### config.mk
export PLATFORM = sky130hd
export DESIGN_NAME = frac_div_seq
export DESIGN_NICKNAME = d
export VERILOG_FILES = /design/src/rtl/frac_div_seq_pkg.sv /design/src/rtl/frac_div_step.sv /design/src/rtl/frac_div_seq.sv
export SDC_FILE = /design/constraint.sdc
export NUM_CORES = 1
export LEC_CHECK = 0
export BUFFER_PORTS_ARGS = -buffer_cell sky130_fd_sc_hd__buf_2
export CAP_MARGIN = 10
export CORE_UTILIZATION = 60
export DETAILED_ROUTE_END_ITERATION = 10
export PLACE_DENSITY = 0.79
export SLEW_MARGIN = 20
export SYNTH_ARGS = -nofsm -noshare
export SYNTH_HDL_FRONTEND = slang
export SYNTH_SLANG_ARGS = --single-unit
export TNS_END_PERCENT = 100
### constraint.sdc
create_clock -name clk -period 7.4 [get_ports clk]
set_input_delay 1.48 -clock clk [delete_from_list [all_inputs] [get_ports clk]]
set_output_delay 1.48 -clock clk [all_outputs]
set_load 0.03 [all_outputs]
### src/rtl/frac_div_seq_pkg.sv
// Shared types and constants for the sequential fixed-point divider.
// FRAC_W/FRAC_F here are the default frac_t geometry used by the neuron datapath.
package frac_div_seq_pkg;

    localparam int FRAC_W = 32;
    localparam int FRAC_F = 16;

    typedef logic signed [FRAC_W-1:0] frac_t;

    localparam frac_t FRAC_MAX = 32'h7FFF_FFFF;
    localparam frac_t FRAC_MIN = 32'h8000_0000;

    typedef enum logic [1:0] {
        ST_IDLE = 2'd0,
        ST_RUN  = 2'd1,
        ST_FIX  = 2'd2,
        ST_DONE = 2'd3
    } frac_div_state_t;

endpackage

### src/rtl/frac_div_step.sv
// One combinational restoring-division step: shift the remainder, try to subtract
// the divisor, keep the difference when it does not go negative.
module frac_div_step
    import frac_div_seq_pkg::*;
#(
    parameter int FRAC_W = frac_div_seq_pkg::FRAC_W
) (
    input  logic [FRAC_W:0]   rem_i,
    input  logic [FRAC_W-1:0] div_i,
    input  logic              shift_in_i,
    output logic [FRAC_W:0]   rem_o,
    output logic              q_bit_o
);

    logic [FRAC_W+1:0] shifted;
    logic [FRAC_W+1:0] trial;

    // One spare top bit makes the borrow of the trial subtraction its sign bit.
    assign shifted = {rem_i, shift_in_i};
    assign trial   = shifted - {2'b00, div_i};
    assign q_bit_o = ~trial[FRAC_W+1];
    assign rem_o   = q_bit_o ? trial[FRAC_W:0] : shifted[FRAC_W:0];

endmodule

### src/rtl/frac_div_seq.sv
// Sequential signed frac_t divider, one restoring bit per clock, valid/ready on both sides.
// Build option: define FRAC_DIV_SATURATE_EN to saturate overflow and divide-by-zero results.
module frac_div_seq #(
    parameter int FRAC_W = frac_div_seq_pkg::FRAC_W,
    parameter int FRAC_F = frac_div_seq_pkg::FRAC_F
) (
    input  logic              clk,
    input  logic              rst,
    input  logic              in_valid,
    output logic              in_ready,
    input  logic [FRAC_W-1:0] in_a,
    input  logic [FRAC_W-1:0] in_b,
    output logic              out_valid,
    input  logic              out_ready,
    output logic [FRAC_W-1:0] out_q,
    output logic              out_dbz,
    output logic              out_ovf
);
    import frac_div_seq_pkg::*;

    localparam int NW = FRAC_W + FRAC_F;
    localparam int CW = $clog2(NW + 1);

    localparam logic [NW-1:0]     POS_LIM = {{(FRAC_F + 1){1'b0}}, {(FRAC_W - 1){1'b1}}};
    localparam logic [NW-1:0]     NEG_LIM = POS_LIM + NW'(1);
    localparam logic [FRAC_W-1:0] Q_MAX   = {1'b0, {(FRAC_W - 1){1'b1}}};
    localparam logic [FRAC_W-1:0] Q_MIN   = {1'b1, {(FRAC_W - 1){1'b0}}};

    frac_div_state_t   state_q, state_d;
    logic              neg_q, neg_d;
    logic              dbz_q, dbz_d;
    logic [FRAC_W-1:0] mag_b_q, mag_b_d;
    logic [NW-1:0]     num_q, num_d;
    logic [FRAC_W:0]   rem_q, rem_d;
    logic [NW-1:0]     quo_q, quo_d;
    logic [CW-1:0]     cnt_q, cnt_d;
    logic [FRAC_W-1:0] out_q_q, out_q_d;
    logic              out_dbz_q, out_dbz_d;
    logic              out_ovf_q, out_ovf_d;
`ifdef FRAC_DIV_SATURATE_EN
    logic              sa_q, sa_d;
`endif

    logic [FRAC_W-1:0] abs_a, abs_b;
    logic [FRAC_W:0]   step_rem;
    logic              step_bit;
    logic [FRAC_W-1:0] quo_low, wrap_q, ovf_fill, dbz_fill;
    logic              ovf_c;

    // Most negative operand maps to 2^(FRAC_W-1), which still fits unsigned.
    assign abs_a = in_a[FRAC_W-1] ? ({FRAC_W{1'b0}} - in_a) : in_a;
    assign abs_b = in_b[FRAC_W-1] ? ({FRAC_W{1'b0}} - in_b) : in_b;

    frac_div_step #(.FRAC_W(FRAC_W)) u_step (
        .rem_i      (rem_q),
        .div_i      (mag_b_q),
        .shift_in_i (num_q[NW-1]),
        .rem_o      (step_rem),
        .q_bit_o    (step_bit)
    );

    assign quo_low = quo_q[FRAC_W-1:0];
    assign wrap_q  = neg_q ? ({FRAC_W{1'b0}} - quo_low) : quo_low;
    assign ovf_c   = neg_q ? (quo_q > NEG_LIM) : (quo_q > POS_LIM);

`ifdef FRAC_DIV_SATURATE_EN
    assign ovf_fill = neg_q ? Q_MIN : Q_MAX;
    assign dbz_fill = sa_q ? Q_MIN : Q_MAX;
`else
    assign ovf_fill = wrap_q;
    assign dbz_fill = '0;
`endif

    assign in_ready  = (state_q == ST_IDLE);
    assign out_valid = (state_q == ST_DONE);
    assign out_q     = out_q_q;
    assign out_dbz   = out_dbz_q;
    assign out_ovf   = out_ovf_q;

    always_comb begin
        // NOTE: every target gets a default first, so no path through the case leaves a latch.
        state_d   = state_q;
        neg_d     = neg_q;
        dbz_d     = dbz_q;
        mag_b_d   = mag_b_q;
        num_d     = num_q;
        rem_d     = rem_q;
        quo_d     = quo_q;
        cnt_d     = cnt_q;
        out_q_d   = out_q_q;
        out_dbz_d = out_dbz_q;
        out_ovf_d = out_ovf_q;
`ifdef FRAC_DIV_SATURATE_EN
        sa_d      = sa_q;
`endif

        case (state_q)
            ST_IDLE: begin
                if (in_valid) begin
`ifdef FRAC_DIV_SATURATE_EN
                    sa_d    = in_a[FRAC_W-1];
`endif
                    neg_d   = in_a[FRAC_W-1] ^ in_b[FRAC_W-1];
                    mag_b_d = abs_b;
                    rem_d   = '0;
                    quo_d   = '0;
                    if (in_b == '0) begin
                        // Zero divisor skips RUN; one spare FIX cycle gives a fixed two-edge latency.
                        dbz_d   = 1'b1;
                        num_d   = '0;
                        cnt_d   = CW'(1);
                        state_d = ST_FIX;
                    end else begin
                        dbz_d   = 1'b0;
                        num_d   = {abs_a, {FRAC_F{1'b0}}};
                        cnt_d   = CW'(NW);
                        state_d = ST_RUN;
                    end
                end
            end

            ST_RUN: begin
                rem_d = step_rem;
                quo_d = {quo_q[NW-2:0], step_bit};
                num_d = {num_q[NW-2:0], 1'b0};
                cnt_d = cnt_q - CW'(1);
                if (cnt_q == CW'(1)) begin
                    state_d = ST_FIX;
                end
            end

            ST_FIX: begin
                if (cnt_q != '0) begin
                    cnt_d = cnt_q - CW'(1);
                end else begin
                    state_d = ST_DONE;
                    if (dbz_q) begin
                        out_q_d   = dbz_fill;
                        out_dbz_d = 1'b1;
                        out_ovf_d = 1'b0;
                    end else begin
                        out_q_d   = ovf_c ? ovf_fill : wrap_q;
                        out_dbz_d = 1'b0;
                        out_ovf_d = ovf_c;
                    end
                end
            end

            ST_DONE: begin
                if (out_ready) begin
                    state_d = ST_IDLE;
                end
            end

            default: state_d = ST_IDLE;
        endcase
    end

    always_ff @(posedge clk or posedge rst) begin
        if (rst) begin
            state_q   <= ST_IDLE;
            neg_q     <= 1'b0;
            dbz_q     <= 1'b0;
            mag_b_q   <= '0;
            num_q     <= '0;
            rem_q     <= '0;
            quo_q     <= '0;
            cnt_q     <= '0;
            out_q_q   <= '0;
            out_dbz_q <= 1'b0;
            out_ovf_q <= 1'b0;
`ifdef FRAC_DIV_SATURATE_EN
            sa_q      <= 1'b0;
`endif
        end else begin
            // NOTE: non-blocking updates so every flop samples the pre-edge value of its peers.
            state_q   <= state_d;
            neg_q     <= neg_d;
            dbz_q     <= dbz_d;
            mag_b_q   <= mag_b_d;
            num_q     <= num_d;
            rem_q     <= rem_d;
            quo_q     <= quo_d;
            cnt_q     <= cnt_d;
            out_q_q   <= out_q_d;
            out_dbz_q <= out_dbz_d;
            out_ovf_q <= out_ovf_d;
`ifdef FRAC_DIV_SATURATE_EN
            sa_q      <= sa_d;
`endif
        end
    end

endmodule

Word level (Yosys, flattened, before mapping):

Cells that the tools add are included.

* register bits after elaboration: 205
* bits in latches: 0
* bits in writable memories: 0
* ROM bits: 0
* input port bits: 68
* output and inout bits: 36
* logic and storage cells: 66
* memories: 0

* $add $sub $neg: 5
* multiply operators: 0
* divide/modulo/power cells: 0
* magnitude comparators: 2
* equality and inequality tests: 9
* shift operators: 0
* mux-type cells: 26
* bitwise logic cells: 3
* reductions and logical operators: 10

Operator list (count)
* case mux 48 bit (2 select lines): 2
* 2-to-1 mux 48 bit: 3
* 2-to-1 mux 32 bit: 4
* subtractor 1 x 32 -> 32 bit, first input constant: 3
* 2-to-1 mux 33 bit: 2
* case mux 33 bit (2 select lines): 1
* > comparator 48 x 31 -> 1 bit, second input constant: 1
* > comparator 48 x 32 -> 1 bit, second input constant: 1
* subtractor 34 x 32 -> 34 bit: 1
* zero test 32 bit: 1
* 2-to-1 mux 6 bit: 3
* case mux 6 bit (3 select lines): 1
* 2-to-1 mux 2 bit: 5
* inequality test 2 bit, second input constant: 4
* case mux 2 bit (4 select lines): 1
* == test 6 x 1 -> 1 bit, second input constant: 1
* AND reduction 2 bit: 3
* nonzero test 6 bit: 1
* subtractor 6 x 1 -> 6 bit, second input constant: 1
* == test 2 bit, second input constant: 2
* 2-to-1 mux 1 bit: 4
* AND reduction 4 bit: 1
* AND reduction 3 bit: 1
* nonzero test 3 bit: 1
* other kinds (6): 7

Depth between registers and ports, before layout:

* depth after elaboration: 5
* gate-level depth with buffers: 13
* mapped depth without buffers: 12

Cells and area by module:

From an unflattened synthesis, not the netlist that was laid out.

* cell total of the unflattened synthesis: 1211
* area, all modules: 11427.2 um2

By module, submodules not included
* frac_div_seq: times used 1, cells an instance 905, area each 9213.8 um2, seq. area each 4729.5 um2
* frac_div_step: times used 1, cells an instance 306, area each 2213.4 um2, seq. area each 0.0 um2

Least setup slack after synthesis:

Ideal clock, no wire load.

* kind: input -> register
* start point: input in_a[4]
* end point: register num_q[41]
* setup time: 127 ps
* arrival time: 3974 ps
* data required time: 7273 ps
* slack: 3299 ps
* stages: 9
* buffers on the path: 0
* cells stage by stage: nor4_2 -> nand2_1 -> or3_4 -> or4_4 -> or3_4 -> or4_4 -> o31ai_2 -> xor2_1 -> o21ai_1

* longest elaborated chain between the ends: 5

Ends and longest elaborated chain
* start, declared: line frac_div_seq.sv:11 `input logic [FRAC_W-1:0] in_a,`
* subtractor 1 x 32 -> 32 bit: line frac_div_seq.sv:51 `assign abs_a = in_a[FRAC_W-1] ? ({FRAC_W{1'b0}} - in_a) : in_a;`
* 2-to-1 mux 32 bit: line frac_div_seq.sv:51
* 2-to-1 mux 48 bit: line frac_div_seq.sv:107 `if (in_b == '0) begin`
* 2-to-1 mux 48 bit: line frac_div_seq.sv:99 `if (in_valid) begin`
* case mux 48 bit (2 select lines): line frac_div_seq.sv:97 `case (state_q)`
* end signal, assigned: line frac_div_seq.sv:181 `num_q <= num_d;`
* end, declared: line frac_div_seq.sv:33 `logic [NW-1:0] num_q, num_d;`

Every way passes these cells. The select of a mux whose other input is x is not followed.
A chain may end at the register's enable or synchronous reset.

Worst setup path after layout:

* start point: input in_b[3]
* end point: register num_q[20]

* longest elaborated chain between the ends: 4

Ends and longest elaborated chain
* start, declared: line frac_div_seq.sv:12 `input logic [FRAC_W-1:0] in_b,`
* zero test 32 bit: line frac_div_seq.sv:107
* 2-to-1 mux 48 bit: line frac_div_seq.sv:107
* 2-to-1 mux 48 bit: line frac_div_seq.sv:99
* case mux 48 bit (2 select lines): line frac_div_seq.sv:97

Every way passes these cells. The select of a mux whose other input is x is not followed.

==> impl_metrics.yaml <==
run_status:
  status: "finished with violations"
  violations: "DRC"
setup_path:
  r2r_start: "mag_b_q[1]"
  crit_fanout: 31
  worst_r2r_path_depth: 12
  rrSetupSlack_ns: 3.46
  r2r-end: "rem_q[0]"
  criticalPathCategory: "input port to flip-flop"
  crit_required_ns: 7.71
  critPathCaptureType: "flip-flop"
  cp.arrival_ns: 4.50
  startpoint_type: "input port"
sta:
  finalMaxSlewViolations: 0
  finalSetupTns_ns: 0
  period_share_pct: 56.63
  tightest_slew_ns: 0.9049
  hold_viol_final: 0
  timing.final.crit_period_ns: 4.191
  fmax_mhz: 238.6
  finalSetupViolations: 0
  rsz0062_at_grt: "no"
  skew_ns: 0.01038
  relSlewSlack_pct: 38.38
routing:
  drt_iter0_drc: 691
  drt-wirelength-per-cell_um: 16.26
  ant_nets: 0
  routed_via_density: 6.079
  drc_errors: 4
  via_count: 9392
  drt_wl_total_um: 25120
  firstDrtPassIters: 8
synth:
  yosysSeqAreaShare_pct: 42.18
  async_reset_ff_share_pct: 100.0
  synth_ff_type: "dfrtp_1"
  syn_inst: 1240
  synth-edff-count: 0
  synth_nets: 1351
  syn_area_um2: 11210
  yosysWarnings: 0
  syn_area_per_cell_um2: 9.043
  synth_cell_types: 71
  ys_ff_latch: 189
finish:
  nets: 1414
  diodes: 0
  stdcell_count: 1545
  drive_gt1_share_pct: 12.54
  syn_to_final_growth_pct: 10.85
  fillers: 1469
floorplanning:
  ios: 104
  core_um2: 18150
  rows: 49
  initial_core_util_pct: 61.79
  die_h_um: 138.7
  die_area_um2: 19240
  die_x_um: 138.7
global_routing:
  first_global_vias: 8875
  gr-usage-all-layers_pct: 27.22
  grt_pass1_wl_um: 42820
  grt_max_degree: 106
  antenna_found_initial: 0
  overflow: 0
clock_tree:
  cts_sinks: 189
  clk_latency_ns: 0.43
  cts_buffers: 17
  h-tree-depth: 4
  hold_buffers: 0
  clock_path_buffers: 2
  cts-root-buf: "clkbuf_16"
  postCtsSetupRepairBufs: 0
  path_clk_slew_ns: 0.08
  post_cts_resized: 0
  cts_tree: "built"
pwr:
  power_density_nw_per_um2: 405.4
  peakVddDrop_v: 0.0002803
  leakagePower_nw: 5.868
  total_power_w: 0.005039
worst_hold_path:
  hold_depth: 2
  hold_path_end: "out_q[16]"
  hold_class: "flip-flop to flip-flop"
  hold_start: "out_q[16]"
placement:
  gp_congestion: 0.9301
  dpl.cell_count: 1513
  hpwl_um: 17260
  io_buffer_count: 103
job:
  maxCapViolations: 0
==> worst max-delay path, stage by stage <==
cell	delay (ns)
buf_2	0.12
nor4_1	0.57
nor3b_1	0.46
nand3b_1	0.25
or2_1	0.32
or3_1	0.37
nor4_4	0.36
or3_4	0.42
o21ai_1	0.13
==> through the flow <==
step | util [%] | area [um2] | hold slack, ns | setup WS [ns]
after floorplan | - | 11210 | 0.4485 | 0.7779
after global placement | 65.21 | 11830 | 0.4586 | 2.893
after detailed placement | 65.21 | 11830 | 0.4706 | 2.770
after CTS | 68.47 | 12430 | 0.4870 | 3.211
after global routing | 68.49 | 12430 | 0.5004 | 2.876
final | 68.49 | 12430 | 0.4781 | 3.209
==> kinds of logic (layout without fill, tap and decap cells) <==
| group | after synthesis | after routing | synth area share, % |
|---|---|---|---|
| simple gates | 391 | 391 | 17.06 |
| fa+ha+maj | 43 | 43 | 4.865 |
| xor+xnor | 117 | 117 | 9.139 |
| buf+inv | 123 | 199 | 4.419 |
| flops | 189 | 189 | 42.18 |
| mux | 8 | 8 | 0.7364 |
| compound gates | 369 | 369 | 21.60 |
==> how the worst max path moves through the flow <==
stage / end / cells after the start / slack, ns / startpoint
2_1_floorplan: cnt_q[0] / 1 / 0.78 / rst
3_3_place_gp: num_q[25] / 9 / 2.89 / in_b[3]
3_5_place_dp: num_q[20] / 9 / 2.77 / in_b[3]
4_1_cts: num_q[20] / 9 / 3.21 / in_b[3]
5_1_grt: num_q[33] / 9 / 2.88 / in_b[3]
6_report: num_q[20] / 9 / 3.21 / in_b[3]
==> state kept, by name, summed over array words and instances (netlist names), 2 cells and up <==
signal	cells
cnt_q	6
state_q	2
rem_q	33
out_q	32
quo_q	48
num_q	32
mag_b_q	32
==> power breakdown <==
group / total, W / internal, W / switching (W) / leakage (nW)
clock network: 0.000924 / 0.000486 / 0.000437 / 0.274
registers: 0.00149 / 0.00131 / 0.000182 / 2.52
logic: 0.00262 / 0.000941 / 0.00168 / 3.07
total: 0.00504 / 0.00274 / 0.00230 / 5.87
==> placed cells by master, fill, tap and decap left out, types with 8 or more instances in the layout <==
cell         n
clkbuf_16   17
o21ai_0     62
a22o_1      45
o31ai_1     32
xor2_1      92
inv_1       53
ha_1        42
nand3_1     80
nor3_1      13
dfrtp_1    189
nor2_1      31
or3_1       16
nand2b_1    11
buf_4        8
o41ai_1     10
nand2_1    172
a32oi_1      9
o21ai_1     87
a21o_1      13
a22oi_1     31
a21oi_1     41
or4_1        9
xnor2_1     23
buf_2      103
nor4_1      13
==> final cells by class <==
type | count | area (um2) | area share (%)
clock buffer | 18 | 439.2 | 3.533
clock inverter | 14 | 152.6 | 1.228
inverter | 55 | 214.0 | 1.721
multi-input combinational | 928 | 6021 | 48.44
sequential | 189 | 4730 | 38.05
tap | 229 | 286.5 | 2.305
timing repair buffer | 112 | 586.8 | 4.721
==> synth_stat cells, drive strengths merged, types with 35 or more instances <==
cell,number,area share (%)
ha,42,4.7
a22o,45,3.5
nand2,173,5.8
dfrtp,189,42
o31ai,35,2.5
a21oi,41,1.8
clkbuf,59,2.1
inv,55,1.8
xor2,93,7.3
nand3,80,3.6
o21ai,149,6.7
==> metal layers <==
layer | wire length, um | track usage [%]
met3 | 1338 | 4.938
met1 | 12000 | 38.79
met4 | 318 | 6.959
met5 | 0 | 0
met2 | 11460 | 43.12
(Power assumes the default switching activity.)
